==> src/rtl/instr_fetch.sv <==
// instr_fetch -- single-stage instruction fetch unit with a one-entry
// instruction register (ir) feeding decode.
//
// Parameters
//   RESET_PC      fetch address loaded on reset
//   HALT_ON_ZERO  when 1, the word 16'h0000 halts fetch instead of being issued
//
// Ports
//   clk        clock, all state updates on its rising edge
//   rst_n      asynchronous active-low reset
//   en         fetch enable
//   addr       instruction memory read address (straight from the fetch PC)
//   instr      combinational memory data for addr
//   ir         instruction register to decode
//   ir_pc      address ir was fetched from
//   ir_valid   ir holds an instruction not yet taken by decode
//   ir_ready   decode accepts ir this cycle
//   br_taken   redirect request (highest priority, also leaves HALT)
//   br_target  redirect address
//   halted     fetch is stopped on a halt word
module instr_fetch #(
  parameter logic [3:0] RESET_PC     = 4'd0,
  parameter int         HALT_ON_ZERO = 1
) (
  input  logic        clk,
  input  logic        rst_n,
  input  logic        en,
  output logic [3:0]  addr,
  input  logic [15:0] instr,
  output logic [15:0] ir,
  output logic [3:0]  ir_pc,
  output logic        ir_valid,
  input  logic        ir_ready,
  input  logic        br_taken,
  input  logic [3:0]  br_target,
  output logic        halted
);

  typedef enum logic {RUN = 1'b0, HALT = 1'b1} state_t;

  state_t      state, state_n;
  logic [3:0]  pc, pc_n;
  logic [15:0] ir_n;
  logic [3:0]  ir_pc_n;
  logic        ir_valid_n;

  logic xfer, cap, is_halt;

  // ir may be refilled when empty or when decode drains it on this same edge.
  assign xfer    = ir_valid & ir_ready;
  assign cap     = (state == RUN) & en & ~br_taken & (~ir_valid | ir_ready);
  assign is_halt = (HALT_ON_ZERO != 0) && (instr == 16'h0000);

  always_comb begin
    state_n    = state;
    pc_n       = pc;
    ir_n       = ir;
    ir_pc_n    = ir_pc;
    ir_valid_n = ir_valid;
    if (br_taken) begin
      // Flush: a transfer on this edge still happened from decode's view,
      // the register is simply emptied and fetch restarts at the target.
      pc_n       = br_target;
      ir_valid_n = 1'b0;
      state_n    = RUN;
    end else if (cap && is_halt) begin
      // The halt word is never issued; pc parks on its address.
      state_n    = HALT;
      ir_valid_n = ir_valid & ~ir_ready;
    end else if (cap) begin
      ir_n       = instr;
      ir_pc_n    = pc;
      ir_valid_n = 1'b1;
      pc_n       = pc + 4'd1;
    end else if (xfer) begin
      ir_valid_n = 1'b0;
    end
  end

  always_ff @(posedge clk or negedge rst_n) begin
    if (!rst_n) begin
      state    <= RUN;
      pc       <= RESET_PC;
      ir       <= 16'h0000;
      ir_pc    <= 4'd0;
      ir_valid <= 1'b0;
    end else begin
      state    <= state_n;
      pc       <= pc_n;
      ir       <= ir_n;
      ir_pc    <= ir_pc_n;
      ir_valid <= ir_valid_n;
    end
  end

  assign addr   = pc;
  assign halted = (state == HALT);

endmodule

==> config.mk <==
export PLATFORM = sky130hd
export DESIGN_NAME = instr_fetch
export DESIGN_NICKNAME = d
export VERILOG_FILES = /design/src/rtl/instr_fetch.sv
export SDC_FILE = /design/constraint.sdc
export NUM_CORES = 1
export LEC_CHECK = 0
export BUFFER_PORTS_ARGS = -buffer_cell sky130_fd_sc_hd__buf_2
export CAP_MARGIN = 40
export CORE_ASPECT_RATIO = 0.8
export CORE_UTILIZATION = 50
export DETAILED_ROUTE_END_ITERATION = 12
export PLACE_DENSITY = 0.92
export SLEW_MARGIN = 20
export SYNTH_ARGS = -nofsm -noshare
export SYNTH_HDL_FRONTEND = slang
export SYNTH_SLANG_ARGS = --single-unit
export TNS_END_PERCENT = 20
==> constraint.sdc <==
create_clock -name clk -period 3 [get_ports clk]
set_clock_uncertainty 0.15 [all_clocks]
set_input_delay 0.75 -clock clk [delete_from_list [all_inputs] [get_ports clk]]
set_output_delay 0.75 -clock clk [all_outputs]
set_load 0.02 [all_outputs]
== Yosys cells after proc, flatten, opt, wreduce, memory -nomap -nowiden ==
Index checks and enable logic that the tools add are counted.

* Register bits: 26
* Bits in latches: 0
* RAM bits: 0
* Bits in read-only memories: 0
* Input bits: 25
* Output and inout bits: 26
* Word-level logic and storage cells: 34
* Memories kept: 0

* Add/subtract/negate cells: 1
* $mul: 0
* Divide/modulo/power cells: 0
* Magnitude comparators: 0
* Equal/unequal tests: 1
* Shift operators: 0
* Muxes and demuxes: 9
* Bitwise gates (word level): 11
* Reduce and logical (&&, ||, !) cells: 7

{| class="wikitable"
|+ Operators by type and width
! kind !! count
|-
| 16-bit logical NOT || 1
|-
| 4-bit two-way mux || 3
|-
| 1-bit two-way mux || 6
|-
| 1-bit bitwise AND || 5
|-
| 1-bit inverter || 5
|-
| 4-bit by 1-bit adder with 4-bit output (second input constant) || 1
|-
| 2-bit nonzero test || 2
|-
| 4-bit nonzero test || 1
|-
| 3-bit AND reduction || 1
|-
| 2-bit != test (second input constant) || 1
|-
| 2-bit AND reduction || 1
|-
| 1-bit logical AND || 1
|-
| 1-bit bitwise OR || 1
|}

== Depth between registers and ports, before layout ==
* Depth after elaboration: 7
* Gate-level depth with buffers: 6
* Mapped depth without buffers: 4

== Worst setup path before layout ==
No wires, ideal clock.

* Path type: input port to flip-flop
* From: input port ir_ready
* To: register ir[0]
* Library setup time: 0.125 ns
* Arrival time: 1.906 ns
* Setup slack: 0.819 ns
* Stages on the path: 6
* Buffers on the path: 2
* Cell sequence: nor2b_4 or2_1 buf_6 or3_4 buf_6 mux2_4

* Word-level cells in the longest chain between the ends: 5

{| class="wikitable"
|+ Ends and longest elaborated chain
! item !! RTL line !! text
|-
| start, declared || 33 || <nowiki>input logic ir_ready,</nowiki>
|-
| 1-bit bitwise OR (*) || 51 || <nowiki>assign cap = (state == RUN) & en & ~br_taken & (~ir_valid | ir_ready);</nowiki>
|-
| 1-bit bitwise AND (*) || 51 ||
|-
| 1-bit logical AND || 66 || <nowiki>end else if (cap && is_halt) begin</nowiki>
|-
| 1-bit inverter (no line) || -- ||
|-
| 3-bit AND reduction (no line) (*) || -- ||
|-
| end signal, assigned || 90 || <nowiki>ir <= ir_n;</nowiki>
|-
| end, declared || 30 || <nowiki>output logic [15:0] ir,</nowiki>
|}

Every way passes the cells marked *; elsewhere a longest branch is shown, timed or not.
A chain may end at the register's enable or synchronous reset.

== Worst setup path after layout ==
* From: input port instr[10]
* To: register ir[4]

* Word-level cells in the longest chain between the ends: 4

{| class="wikitable"
|+ Ends and longest elaborated chain
! item !! RTL line !! text
|-
| start, declared || 29 || <nowiki>input logic [15:0] instr,</nowiki>
|-
| 16-bit logical NOT || 52 || <nowiki>assign is_halt = (HALT_ON_ZERO != 0) && (instr == 16'h0000);</nowiki>
|-
| 1-bit logical AND || 66 ||
|-
| 1-bit inverter (no line) || -- ||
|-
| 3-bit AND reduction (no line) || -- ||
|}

No other way between the ends.

==> metrics.cfg <==
[place]
hpwlAfterDp_mm = 1.891
placed_cell_area_um2 = 1465
gp_congestion = 0.7176
io_buffers = 50

[global_route]
grt_pass1_vias = 772
antenna_found_initial = 0
grt_use_total = 0.1965
grt_overflow = 0
grt_max_degree = 27
grt_first_pass_wirelength_mm = 3.739

[clock_network]
cts_inserted_buffers = 3
clock_path_buffers = 2
clock_sinks = 26
clk_latency_ps = 320
cts_tree = done
cts-resized-gates = 0
cts_setup_buffers = 0
ctsHoldBuffers = 0
root_buffer = clkbuf_4
htree_levels = 1
clk_pin_slew_ps = 140

[pwr]
ir_worst_vdd_mv = 0.5332
power_density_nw_per_um2 = 633.1
leakage_nw = 0.7932

[yosys]
yosysUniqueCellTypes = 24
yosys.area.top_type_share = 0.5361
yosysTopAreaCell = dfrtp_1
synth_nets = 110
syn_area_per_cell_um2 = 14.45
ys_async_sr_fraction = 1.000
synth_cells = 84
ys_ff_latch = 26
synthFlopType = dfrtp_1
ys_top_cells_by_count = 26 x dfrtp_1, 20 x mux2_4, 6 x nor2_1
netlist_area_um2 = 1214
yosysMostFrequentCell = dfrtp_1
ys_warn_count = 0
synth_area_leaders = dfrtp_1 54%, mux2_4 25%, buf_6 2.8%
synth-seq-area-share = 0.5361
synth_edf_count = 0

[final_layout]
syn_to_final_growth_pct = 25.05
num_antenna_cells = 0
post-route-cell-area_um2 = 1518
final_nets = 162
fillers = 175
drive_gt1_frac = 0.5778

[setup_path]
cp.arrival_ps = 2190
path_class = in2reg
worst_setup_path_start_kind = primary input
crit_fanout = 20
cp.required_ps = 3070
cp-end-kind = flop

[timing]
finalSetupViolations = 0
max-slew-margin-rel = 0.6181
rsz0062_at_grt = no
hold_violations = 0
tightestPinTransition_ps = 572.9
timing.final.crit_share = 0.7065
fin_crit_ps = 2120
hold_ws_ps = 244.5
setup_tns_ps = 0
slew_violations = 0
timing.fmax_ghz = 0.4718

[die]
die_w_um = 57.09
rows = 15
start_util = 0.5480
die_y_um = 46.07
core_region_area_um2 = 2215
ios = 51
design.die.area_um2 = 2630

[drt]
viasPerCell = 5.288
dr.pass1.iters = 8
ant_nets = 0
vias = 846
drcViolationCount = 8
routedWlPerCell_um = 15.66
drtIter0Drc = 30
routed_wl_mm = 2.505

[min_path]
holdCritPathClass = in2async

[run_status]
violations = DRC
status = finished, violations left

[flow_run]
cap_violations = 0

==> state kept, by name, indices dropped and copies added, names as in the netlist <==
register / count
halted: 1
ir_pc: 4
addr: 4
ir_valid: 1
ir: 16
==> layout make-up <==
class,count,area [µm²],share of cell area
Clock buffer,3,22.52,0.01484
Clock inverter,1,30.03,0.01979
Inverter,3,11.26,0.007420
Multi-Input combinational cell,51,514.2,0.3388
Sequential cell,26,650.6,0.4287
Tap cell,25,31.28,0.02061
Timing Repair Buffer,51,257.7,0.1698
==> metrics by stage <==
stage          setup slack, ps  power, mW  instances    util
3_3_place_gp             571.8     0.7162        156  0.6616
5_1_grt                  830.2      1.006        160  0.6853
2_1_floorplan            819.0     0.6286         84       -
3_5_place_dp             537.7     0.7293        156  0.6616
4_1_cts                  905.0     0.9710        160  0.6853
6_report                 880.4     0.9609        160  0.6853
==> critical path, cell delays in order <==
cell	delay (ps)
buf_2	110
nor4_1	340
and4_1	270
or3_4	380
mux2_4	340
==> layer usage <==
layer | part of all wire | up-vias | GRT usage
li1 | - | 411 | -
met1 | 0.46 | 399 | 0.2532
met4 | 0 | 0 | 0.04390
met3 | 0.055 | 0 | 0.06180
met5 | 0 | - | 0
met2 | 0.49 | 36 | 0.3318
==> final timing paths <==
path | start | to | slack (ps) | cells past startpoint
max | instr[10] | ir[4] | 880 | 5
min | rst_n | ir[13] | 240 | 1
max reg2reg | halted | ir[4] | 980 | 4
min reg2reg | ir[13] | ir[13] | 380 | 1
max in group asynchronous | rst_n | addr[1] | 2070 | 1
min in group clk | ir[13] | ir[13] | 380 | 1
==> power by group <==
group	switching, mW	internal, mW
Combinational	0.145	0.132
Sequential	0.0387	0.407
Clock	0.104	0.135
==> cell usage in the layout, fill, tap and decap left out, drive strengths merged <==
cell      n
inv       2
o31ai     2
o31a      1
nor2b     1
and4      1
nor4      4
clkbuf    3
bufinv    1
o21a      1
dfrtp    26
clkinv    1
nand2b    1
a2bb2oi   1
buf      51
a31oi     3
nor2      6
or4       2
mux2     20
o21ai     2
nand3     1
or2       1
or3       2
ha        1
a21oi     1
==> cells by family after synthesis <==
| logic type | after synthesis | synth area share |
|---|---|---|
| AND/OR/NAND/NOR | 19 | 0.1051 |
| adder cells (fa/ha/maj) | 1 | 0.01031 |
| flip-flops | 26 | 0.5361 |
| multiplexers | 20 | 0.2474 |
| AO/OA/AOI/OAI | 11 | 0.06082 |
| buffers and inverters | 7 | 0.04020 |
Power figures use the tool's default switching activity.
